`src/rtl/lvg_store_pkg.sv`:
```
// Shared definitions for the lvg writeback store: drain FSM encoding, matrix
// geometry (4x4 words, 16 beats per matrix), word size in bytes, and the
// per-beat byte offset helper used by the address generator.
package lvg_store_pkg;

  typedef enum logic {
    ST_IDLE  = 1'b0,
    ST_DRAIN = 1'b1
  } st_e;

  localparam int unsigned MAT_N      = 4;
  localparam int unsigned BEATS      = MAT_N * MAT_N;
  localparam int unsigned WORD_BYTES = 4;
  localparam int unsigned IDX_W      = $clog2(BEATS);

  // Byte offset of beat k inside a matrix: row-major, row = k / MAT_N,
  // column = k % MAT_N. Callers truncate to the address width, so a base
  // near the top of the address space wraps silently.
  function automatic int unsigned beat_offset(input logic [IDX_W-1:0] k,
                                              input int unsigned      stride);
    int unsigned r;
    int unsigned c;
    r = 32'(k) / MAT_N;
    c = 32'(k) % MAT_N;
    return r * stride + c * WORD_BYTES;
  endfunction

endpackage

```
`src/rtl/lvg_store_if.sv`:
```
// Memory write port of the lvg store: valid/ready beats carrying a byte
// address and one data word. master = lvg_store, slave = memory side.
// Ports: wr_valid, wr_addr, wr_data (master -> slave), wr_ready (slave -> master).
interface lvg_store_if #(
  parameter int DW = 32,
  parameter int AW = 16
);
  logic          wr_valid;
  logic          wr_ready;
  logic [AW-1:0] wr_addr;
  logic [DW-1:0] wr_data;

  modport master (output wr_valid, output wr_addr, output wr_data, input wr_ready);
  modport slave  (input wr_valid, input wr_addr, input wr_data, output wr_ready);
endinterface

```
`src/rtl/lvg_store_bank.sv`:
```
// One ping-pong bank: 16 result words plus the destination base address.
// Latency: written on the capture edge, read combinationally by beat index.
// Backpressure: none here; the top decides when a bank may be overwritten.
// Ports: i_clk, i_we (capture), i_base/i_words (capture data),
//        i_idx (beat index), o_word (indexed word), o_base (latched base).
module lvg_store_bank
  import lvg_store_pkg::*;
#(
  parameter int DW = 32,
  parameter int AW = 16
) (
  input  logic             i_clk,
  input  logic             i_we,
  input  logic [AW-1:0]    i_base,
  input  logic [DW-1:0]    i_words [BEATS],
  input  logic [IDX_W-1:0] i_idx,
  output logic [DW-1:0]    o_word,
  output logic [AW-1:0]    o_base
);

  logic [DW-1:0] r_words [BEATS];
  logic [AW-1:0] r_base;

  // Contents need no reset: they are only observed while the bank is
  // marked occupied, and the top zeroes the port whenever it is not valid.
  always_ff @(posedge i_clk) begin
    if (i_we) begin
      r_words <= i_words;
      r_base  <= i_base;
    end
  end

  assign o_word = r_words[i_idx];
  assign o_base = r_base;

endmodule

```
`src/rtl/lvg_store.sv`:
```
// Writeback stage: snapshots the 4x4 lvg result into one of two ping-pong
// banks and streams it row-major over a valid/ready write port.
// Latency: first beat on the port the cycle after the capture edge; one beat per cycle.
// Backpressure: beats hold while wr_ready=0; a capture with both banks full is dropped (ovf).
// Ports: i_clk, i_rst (async, active low), i_cap/i_base/i_b11..i_b44 (capture),
//        i_clr_ovf, wr (write port, master), o_st_done, o_busy, o_full, o_ovf.
module lvg_store
  import lvg_store_pkg::*;
#(
  parameter int DW         = 32,
  parameter int AW         = 16,
  parameter int ROW_STRIDE = 16
) (
  input  logic          i_clk,
  input  logic          i_rst,
  input  logic          i_cap,
  input  logic [AW-1:0] i_base,
  input  logic [DW-1:0] i_b11, i_b12, i_b13, i_b14,
  input  logic [DW-1:0] i_b21, i_b22, i_b23, i_b24,
  input  logic [DW-1:0] i_b31, i_b32, i_b33, i_b34,
  input  logic [DW-1:0] i_b41, i_b42, i_b43, i_b44,
  input  logic          i_clr_ovf,
  lvg_store_if.master   wr,
  output logic          o_st_done,
  output logic          o_busy,
  output logic          o_full,
  output logic          o_ovf
);

  logic [DW-1:0]    w_words [BEATS];
  logic [1:0]       r_occ;
  logic             r_wp;
  logic             r_rp;
  logic [IDX_W-1:0] r_k;
  st_e              r_state;
  st_e              w_state_nxt;
  logic             r_ovf;
  logic             r_st_done;

  logic             w_cap_acc;
  logic             w_cap_drop;
  logic             w_valid;
  logic             w_hs;
  logic             w_last;
  logic [DW-1:0]    w_word0, w_word1, w_rd_word;
  logic [AW-1:0]    w_base0, w_base1, w_rd_base;
  logic [AW-1:0]    w_addr;

  assign w_words[0]  = i_b11;  assign w_words[1]  = i_b12;
  assign w_words[2]  = i_b13;  assign w_words[3]  = i_b14;
  assign w_words[4]  = i_b21;  assign w_words[5]  = i_b22;
  assign w_words[6]  = i_b23;  assign w_words[7]  = i_b24;
  assign w_words[8]  = i_b31;  assign w_words[9]  = i_b32;
  assign w_words[10] = i_b33;  assign w_words[11] = i_b34;
  assign w_words[12] = i_b41;  assign w_words[13] = i_b42;
  assign w_words[14] = i_b43;  assign w_words[15] = i_b44;

  // Banks fill in wp order and drain in rp order, so the wp bank is
  // occupied only when both are. Deciding on the pre-edge flag means a
  // bank freeing on this same edge does not rescue the capture.
  assign w_cap_acc  = i_cap & ~r_occ[r_wp];
  assign w_cap_drop = i_cap &  r_occ[r_wp];

  assign w_valid = (r_state == ST_DRAIN);
  assign w_hs    = w_valid & wr.wr_ready;
  assign w_last  = w_hs & (r_k == IDX_W'(BEATS - 1));

  lvg_store_bank #(.DW(DW), .AW(AW)) u_bank0 (
    .i_clk   (i_clk),
    .i_we    (w_cap_acc & ~r_wp),
    .i_base  (i_base),
    .i_words (w_words),
    .i_idx   (r_k),
    .o_word  (w_word0),
    .o_base  (w_base0)
  );

  lvg_store_bank #(.DW(DW), .AW(AW)) u_bank1 (
    .i_clk   (i_clk),
    .i_we    (w_cap_acc & r_wp),
    .i_base  (i_base),
    .i_words (w_words),
    .i_idx   (r_k),
    .o_word  (w_word1),
    .o_base  (w_base1)
  );

  assign w_rd_word = r_rp ? w_word1 : w_word0;
  assign w_rd_base = r_rp ? w_base1 : w_base0;
  assign w_addr    = w_rd_base + AW'(beat_offset(r_k, unsigned'(ROW_STRIDE)));

  // Zeroed when idle so the port is quiet (and defined) outside a drain.
  assign wr.wr_valid = w_valid;
  assign wr.wr_addr  = w_valid ? w_addr    : '0;
  assign wr.wr_data  = w_valid ? w_rd_word : '0;

  // In IDLE no bank is occupied and wp == rp, so an accepted capture lands
  // in the rp bank and the drain can start on the capture edge itself.
  // In DRAIN an accepted capture always lands in the other bank, which lets
  // the next matrix follow beat 15 without a bubble.
  always_comb begin
    w_state_nxt = r_state;
    unique case (r_state)
      ST_IDLE: begin
        if (r_occ[r_rp] || w_cap_acc) w_state_nxt = ST_DRAIN;
      end
      ST_DRAIN: begin
        if (w_last && !(r_occ[~r_rp] || w_cap_acc)) w_state_nxt = ST_IDLE;
      end
      default: w_state_nxt = ST_IDLE;
    endcase
  end

  always_ff @(posedge i_clk or negedge i_rst) begin
    if (!i_rst) begin
      r_state   <= ST_IDLE;
      r_occ     <= 2'b00;
      r_wp      <= 1'b0;
      r_rp      <= 1'b0;
      r_k       <= '0;
      r_ovf     <= 1'b0;
      r_st_done <= 1'b0;
    end else begin
      r_state   <= w_state_nxt;
      r_st_done <= w_last;

      // w_last frees the rp bank, w_cap_acc fills the (distinct) wp bank.
      if (w_last)    r_occ[r_rp] <= 1'b0;
      if (w_cap_acc) r_occ[r_wp] <= 1'b1;

      if (w_cap_acc) r_wp <= ~r_wp;
      if (w_last)    r_rp <= ~r_rp;

      // k wraps from 15 to 0 naturally at the final beat.
      if (w_hs) r_k <= r_k + 1'b1;

      if (w_cap_drop)     r_ovf <= 1'b1;
      else if (i_clr_ovf) r_ovf <= 1'b0;
    end
  end

  assign o_st_done = r_st_done;
  assign o_busy    = |r_occ;
  assign o_full    = &r_occ;
  assign o_ovf     = r_ovf;

endmodule

```
`src/flat_wrapper.sv`:
```
// flat-port wrapper written by rule: the top's interface ports become plain ports
module lvg_store_flat import lvg_store_pkg::*;
#(
  parameter int DW         = 32,
  parameter int AW         = 16,
  parameter int ROW_STRIDE = 16
)
  (i_clk, i_rst, i_cap, i_base, i_b11, i_b12, i_b13, i_b14, i_b21, i_b22, i_b23, i_b24, i_b31, i_b32, i_b33, i_b34, i_b41, i_b42, i_b43, i_b44, i_clr_ovf, o_st_done, o_busy, o_full, o_ovf, wr_wr_valid, wr_wr_addr, wr_wr_data, wr_wr_ready);
  lvg_store_if #(.DW(DW), .AW(AW)) wr_i ();
  input  logic i_clk;
  input  logic i_rst;
  input  logic i_cap;
  input  logic [AW-1:0] i_base;
  input  logic [DW-1:0] i_b11;
  input  logic [DW-1:0] i_b12;
  input  logic [DW-1:0] i_b13;
  input  logic [DW-1:0] i_b14;
  input  logic [DW-1:0] i_b21;
  input  logic [DW-1:0] i_b22;
  input  logic [DW-1:0] i_b23;
  input  logic [DW-1:0] i_b24;
  input  logic [DW-1:0] i_b31;
  input  logic [DW-1:0] i_b32;
  input  logic [DW-1:0] i_b33;
  input  logic [DW-1:0] i_b34;
  input  logic [DW-1:0] i_b41;
  input  logic [DW-1:0] i_b42;
  input  logic [DW-1:0] i_b43;
  input  logic [DW-1:0] i_b44;
  input  logic i_clr_ovf;
  output logic o_st_done;
  output logic o_busy;
  output logic o_full;
  output logic o_ovf;
  output wire logic [$bits(wr_i.wr_valid)-1:0] wr_wr_valid;
  output wire logic [$bits(wr_i.wr_addr)-1:0] wr_wr_addr;
  output wire logic [$bits(wr_i.wr_data)-1:0] wr_wr_data;
  input wire logic [$bits(wr_i.wr_ready)-1:0] wr_wr_ready;
  assign wr_wr_valid = wr_i.wr_valid;
  assign wr_wr_addr = wr_i.wr_addr;
  assign wr_wr_data = wr_i.wr_data;
  assign wr_i.wr_ready = wr_wr_ready;
  lvg_store #(.DW(DW), .AW(AW), .ROW_STRIDE(ROW_STRIDE)) u_core (.i_clk(i_clk), .i_rst(i_rst), .i_cap(i_cap), .i_base(i_base), .i_b11(i_b11), .i_b12(i_b12), .i_b13(i_b13), .i_b14(i_b14), .i_b21(i_b21), .i_b22(i_b22), .i_b23(i_b23), .i_b24(i_b24), .i_b31(i_b31), .i_b32(i_b32), .i_b33(i_b33), .i_b34(i_b34), .i_b41(i_b41), .i_b42(i_b42), .i_b43(i_b43), .i_b44(i_b44), .i_clr_ovf(i_clr_ovf), .wr(wr_i), .o_st_done(o_st_done), .o_busy(o_busy), .o_full(o_full), .o_ovf(o_ovf));
endmodule
```
`config.mk`:
```
export PLATFORM = sky130hd
export DESIGN_NAME = lvg_store_flat
export DESIGN_NICKNAME = d
export VERILOG_FILES = /design/src/rtl/lvg_store_pkg.sv /design/src/rtl/lvg_store_if.sv /design/src/rtl/lvg_store_bank.sv /design/src/rtl/lvg_store.sv /design/src/flat_wrapper.sv
export SDC_FILE = /design/constraint.sdc
export NUM_CORES = 1
export LEC_CHECK = 0
export BUFFER_PORTS_ARGS = -buffer_cell sky130_fd_sc_hd__buf_2
export CAP_MARGIN = 20
export CELL_PAD_IN_SITES_DETAIL_PLACEMENT = 0
export CELL_PAD_IN_SITES_GLOBAL_PLACEMENT = 1
export CORE_AREA = 2 2 373 227
export CTS_CLUSTER_SIZE = 14
export DETAILED_ROUTE_END_ITERATION = 8
export DIE_AREA = 0 0 375 229
export PLACE_DENSITY = 0.83
export SLEW_MARGIN = 20
export SYNTH_ARGS = -nofsm -noshare
export SYNTH_HDL_FRONTEND = slang
export SYNTH_SLANG_ARGS = --single-unit
```
`constraint.sdc`:
```
create_clock -name i_clk -period 117.8 [get_ports i_clk]
set_input_delay 0 -clock i_clk [delete_from_list [all_inputs] [get_ports i_clk]]
set_output_delay 0 -clock i_clk [all_outputs]
set_load 0.05 [all_outputs]
```
Word level (Yosys, flattened, before mapping)
Index checks and enable logic that the tools add are counted.
- reduce and logical (&&, ||, !) cells: 9
- add/subtract/negate cells: 3
- equal/unequal tests: 1
- mux-type cells: 27
- bitwise logic cells: 14
- magnitude comparators: 6
- operator list (operator ; number):
    $bmux 32 s4 ; 2
    $mux 32 ; 6
    $mux 16 ; 2
    $add 16x16->16 ; 1
    $mux 1 ; 12
    $add 6x4->7 ; 1
    $and 1x1->1 ; 6
    $lt 1x2->1 const B ; 3
    $ge 5x5->1 const B ; 1
    $not 4->5 ; 1
    $add 4x1->4 const B ; 1
    $eq 4x4->1 const B ; 1
    $mux 2 ; 2
    $not 1->1 ; 4
    $logic_and 1x1->1 ; 3
    $and 2x2->2 ; 1
    $demux 1 s1 ; 2
    $ge 1x1->1 const B ; 2
    $logic_or 1x1->1 ; 2
    $not 2->2 ; 1
    $or 2x2->2 ; 1
    $pmux 1 s2 ; 1
    $reduce_and 2->1 ; 1
    $reduce_bool 2->1 ; 1
    other kinds (2) ; 2
- input bits: 533
- output and inout port bits: 53
- bits in registers: 1067

Longest topological paths before layout
- depth after elaboration: 9
- depth in mapped cells: 13
- depth with buffers taken out: 9

Modules after synthesis
From an unflattened synthesis, not the netlist that was laid out.
- cells, all modules: 1805
- area, all modules: 40780.4 µm²
- modules (own cells, without submodules) (module ; area each (µm²) ; seq. area each (µm²) ; cells an instance ; instances):
    lvg_store_bank ; 19583.8 ; 15855.2 ; 799 ; 2
    lvg_store ; 1612.8 ; 275.3 ; 207 ; 1

Least setup slack after synthesis
No wires, ideal clock.
- path type: register to register
- start: register u_core.r_wp
- end: register u_core.u_bank0.r_base[0] (netlist: u_core.u_bank0.o_base[0]) (enable)
- slack: 79604 ps
- data required time: 115728 ps
- data arrival time: 36124 ps
- library setup time: 2072 ps
- cell stages (with the launch flop): 2
- path through: dfrtp_1 nor3_1
- cells in the longest elaborated chain, start to end: 5
- elaborated cells between the ends (all ways): 6
- those cells by class: mux: 2; bitwise: 4
- ends and longest elaborated chain (item ; line ; source):
    start: declaration ; lvg_store.sv:32 ; logic r_wp;
    start signal: assignment ; lvg_store.sv:131 ; if (w_cap_acc) r_wp <= ~r_wp;
    $mux 1 (implied by the code) (2 in series) ; lvg_store.sv:61 ; assign w_cap_acc = i_cap & ~r_occ[r_wp];
    $not 1->1 ; lvg_store.sv:61 ;
    $and 1x1->1 ; lvg_store.sv:61 ;
    $and 1x1->1 (*) ; lvg_store.sv:70 ; .i_we (w_cap_acc & ~r_wp),
    net u_core.u_bank0.i_we ; lvg_store_bank.sv:13 ; input logic i_we,
    end signal: assignment ; lvg_store_bank.sv:29 ; r_base <= i_base;
    end: declaration ; lvg_store_bank.sv:22 ; logic [AW-1:0] r_base;
The timed path passes the listed nets; every way through them passes the cells marked *. The select of a mux whose other input is x is not followed.
A chain may end at the register's enable or synchronous reset.

Worst setup path after layout
- start: register u_core.r_k[1]
- end: output wr_wr_data[13]
- cells in the longest elaborated chain, start to end: 6
- elaborated cells between the ends (all ways): 9
- those cells by class: mux: 8; bitwise: 1
- ends and longest elaborated chain (item ; line ; source):
    start: declaration ; lvg_store.sv:34 ; logic [IDX_W-1:0] r_k;
    start signal: assignment ; lvg_store.sv:135 ; if (w_hs) r_k <= r_k + 1'b1;
    $not 4->5 (implied by the code) (*) ; lvg_store_bank.sv:33 ; assign o_word = r_words[i_idx];
    $bmux 32 s4 ; lvg_store_bank.sv:33 ;
    $mux 32 (implied by the code) (2 in series) ; lvg_store_bank.sv:33 ;
    $mux 32 (*) ; lvg_store.sv:88 ; assign w_rd_word = r_rp ? w_word1 : w_word0;
    $mux 32 (*) ; lvg_store.sv:95 ; assign wr.wr_data = w_valid ? w_rd_word : '0;
    end: declaration ; flat_wrapper.sv:37 ; output wire logic [$bits(wr_i.wr_data)-1:0] wr_wr_data;
Every way passes the cells marked *; elsewhere a longest branch is shown, timed or not. The select of a mux whose other input is x is not followed.

==> flow_metrics.tcl <==
set metrics [dict create \
    status "complete, no violations" \
    antenna_found_initial 31 \
    syn_area_sq_um 41100 \
    finClkSkew_ps 29.3 \
    synth_nets 2374 \
    ys_async_sr_fraction_pct 1.03 \
    ioPinCount 586 \
    ctsRootBufferMaster "clkbuf_16" \
    crit_top_cell "buf_4" \
    gp_congestion 0.830 \
    rows 82 \
    die_w_um 375 \
    grt_pass1_vias 25200 \
    p_clk_share_pct 25.4 \
    path_cells "buf_4 > buf_4 > buf_4 > mux4_2 > mux4_2 > o22ai_1 > nor2_1 > buf_2" \
    maxCapViolations 0 \
    crit_path_end_kind "primary output" \
    slowest_delay_ps 980 \
    wl_met2_um 53900 \
    cp_top_family "buffers and inverters" \
    cts_made_buffers 94 \
    wl_met3_um 9220 \
    postRouteAntennaNets 0 \
    place.detailed.hpwl_um 66800 \
    drt-met1-wl_um 43500 \
    slew_violations 0 \
    drt_iter0_markers 2730 \
    timing.final.crit_share_pct 5.14 \
    rsz0062_at_grt "no" \
    cts.sinks 1067 \
    dieArea_sq_um 85900 \
    cts_tree "yes" \
    dr.max_layer_used "met5" \
    viasPerCell 5.67 \
    p_sw_share_pct 33.2 \
    cts_max_level 3 \
    ys_warn_count 0 \
    path_clk_slew_ps 70 \
    critPathRequiredTime_ps 117800 \
    wl_um 110000 \
    clock.fmax_ghz 0.165 \
    seq_power_share_pct 41.5 \
    hp-class "in -> reg" \
    hold_viol_final 0 \
    post_cts_buffers 0 \
    fillers 5355 \
    final_common_cell "edfxtp_1" \
    grt_overflow 0 \
    p_switching_mw 0.385 \
    synth_cells 1835 \
    core_sq_um 82600 \
    area_delta_synth_final_pct 30.2 \
    grt_max_degree 181 \
    maxSlewHeadroom_pct 24.4 \
    drive_gt1_share_pct 33.9 \
    path_class "reg -> out" \
    cp_max_fo 55 \
    vias 23600 \
    min_period_ps 6050 \
    die_y_um 229 \
    start_util_pct 49.7 \
    combPwrFrac_pct 33.0 \
    worstPathArrival_ps 6050 \
    clock_latency_ps 680 \
    track_usage_pct 25.4 \
    drc 0 \
    finalSetupTns_ps 0 \
    wire_per_inst_um 26.3 \
    hold-worst-slack_ps 45.7 \
    syn_area_per_cell_sq_um 22.4 \
    io_buffers 585 \
    mostFrequentLayoutCells "1056 x edfxtp_1, 585 x buf_2, 535 x dlygate4sd3_1" \
    tightest_slew_ps 1130 \
    critPathBufInv 4 \
    slowest_stage "dfrtp_4" \
    total_leakage_power_nw 18.5 \
    crit_path_start_kind "flip-flop" \
    drt-pass1-iter-count 6 \
    synth-seq-cells 1067 \
    synth_edf_count 1056 \
    setup_violations 0 \
    clockBufferDepth 3 \
    peakVddDrop_mv 0.0248 \
    powerDensity_nw_per_um2 21.7 \
    nNetsFinal 3519 \
    synth.distinct_cells 41 \
    p_int_mw 0.776 \
    yosysSeqAreaShare_pct 77.9 \
    grt_pass1_wl_um 161000 \
    synth-main-ff-cell "edfxtp_1" \
]
==> flip-flops by register name (all words and copies together), names as in the netlist, 2 cells and up <==
| name | flops |
|---|---|
| u_core.u_bank1.r_words | 512 |
| u_core.r_k | 4 |
| u_core.u_bank1.o_base | 16 |
| u_core.u_bank0.r_words | 512 |
| u_core.r_occ | 2 |
| u_core.u_bank0.o_base | 16 |
==> layer usage <==
layer / vias up / GRT usage, %
li1: 10100 / -
met3: 217 / 6.29
met2: 1223 / 41.3
met4: 16 / 7.62
met1: 12100 / 34.4
met5: - / 0
==> Yosys cell counts, drive strengths merged (5+ instances only) <==
cell,number,area share [%]
inv,10,0.091
mux2,99,2.7
o21ai,40,0.49
nand3,5,0.061
dfrtp,11,0.67
nor2,40,0.37
a221oi,34,0.73
and2,5,0.076
buf,53,0.81
xnor2,9,0.19
mux2i,78,1.9
clkbuf,48,0.44
nand2,13,0.12
o22ai,66,1.0
edfxtp,1056,77
ha,5,0.15
mux4,224,12
nor2b,7,0.11
==> cell families after synthesis <==
group	count (synthesis)	synth area share, %
compound gates	153	2.45
xor+xnor	11	0.235
fa+ha+maj	6	0.201
buf+inv	111	1.34
flops	1067	77.9
mux	401	16.9
simple gates	86	0.981
==> worst reg2reg max path, delay by kind of cell (launching register included) <==
family / cells / cell delay [ps]
buffers and inverters: 4 / 3490
AND/OR/NAND/NOR: 2 / 390
flip-flops: 1 / 440
==> per-stage QoR <==
| stage | cell area [sq um] | worst slack (ps) | total power [mW] | util [%] | instances |
|---|---|---|---|---|---|
| 2_1_floorplan | 41100 | 79600 | 0.785 | - | 1835 |
| 3_3_place_gp | 45200 | 112480 | 0.848 | 54.7 | 3441 |
| 3_5_place_dp | 45200 | 112370 | 0.855 | 54.7 | 3441 |
| 4_1_cts | 53400 | 111580 | 1.16 | 64.6 | 4139 |
| 5_1_grt | 53400 | 111260 | 1.20 | 64.7 | 4157 |
| 6_report | 53500 | 111750 | 1.16 | 64.7 | 4162 |
==> layout make-up <==
| class | instances | area, sq um | area share, % |
|---|---|---|---|
| sequential | 1067 | 32000 | 59.9 |
| clock buffer | 128 | 2620 | 4.89 |
| timing repair buffer | 1150 | 8550 | 16.0 |
| tap | 1092 | 1370 | 2.56 |
| antenna | 23 | 57.6 | 0.108 |
| multi-input combinational | 657 | 8560 | 16.0 |
| clock inverter | 35 | 255 | 0.478 |
| inverter | 10 | 45.0 | 0.0843 |
==> power by group through the flow <==
stage	clock, mW	sequential, mW	combinational [mW]
floorplan	0	0.505	0.280
CTS	0.297	0.482	0.383
global route	0.314	0.485	0.405
finish	0.295	0.482	0.384
detailed placement	0	0.490	0.365
global placement	0	0.488	0.360
==> worst paths after layout <==
check                                               start                               endpoint  slack [ps]  cells past startpoint
worst max register to register    u_core.r_wp$_DFFE_PN0P_  u_core.u_bank1.r_words[265]$_DFFE_PP_      113090                      6
worst max-delay path            u_core.r_k[1]$_DFFE_PN0P_                         wr_wr_data[13]      111750                      8
max in group asynchronous                           i_rst           u_core.wr.wr_valid$_DFF_PN0_      117050                      3
worst min register to register  u_core.r_occ[1]$_DFF_PN0_              u_core.r_occ[1]$_DFF_PN0_         660                      2
min in group asynchronous                           i_rst              u_core.r_occ[0]$_DFF_PN0_         370                      3
worst min-delay path                            i_b24[11]  u_core.u_bank0.r_words[267]$_DFFE_PP_          50                      2
==> what timing repair did <==
action	4_1_cts	5_1_grt
endpoints found under the hold margin	1077	0
hold buffers	535	0
gates resized for setup	0	0
Power figures use the tool's default switching activity.
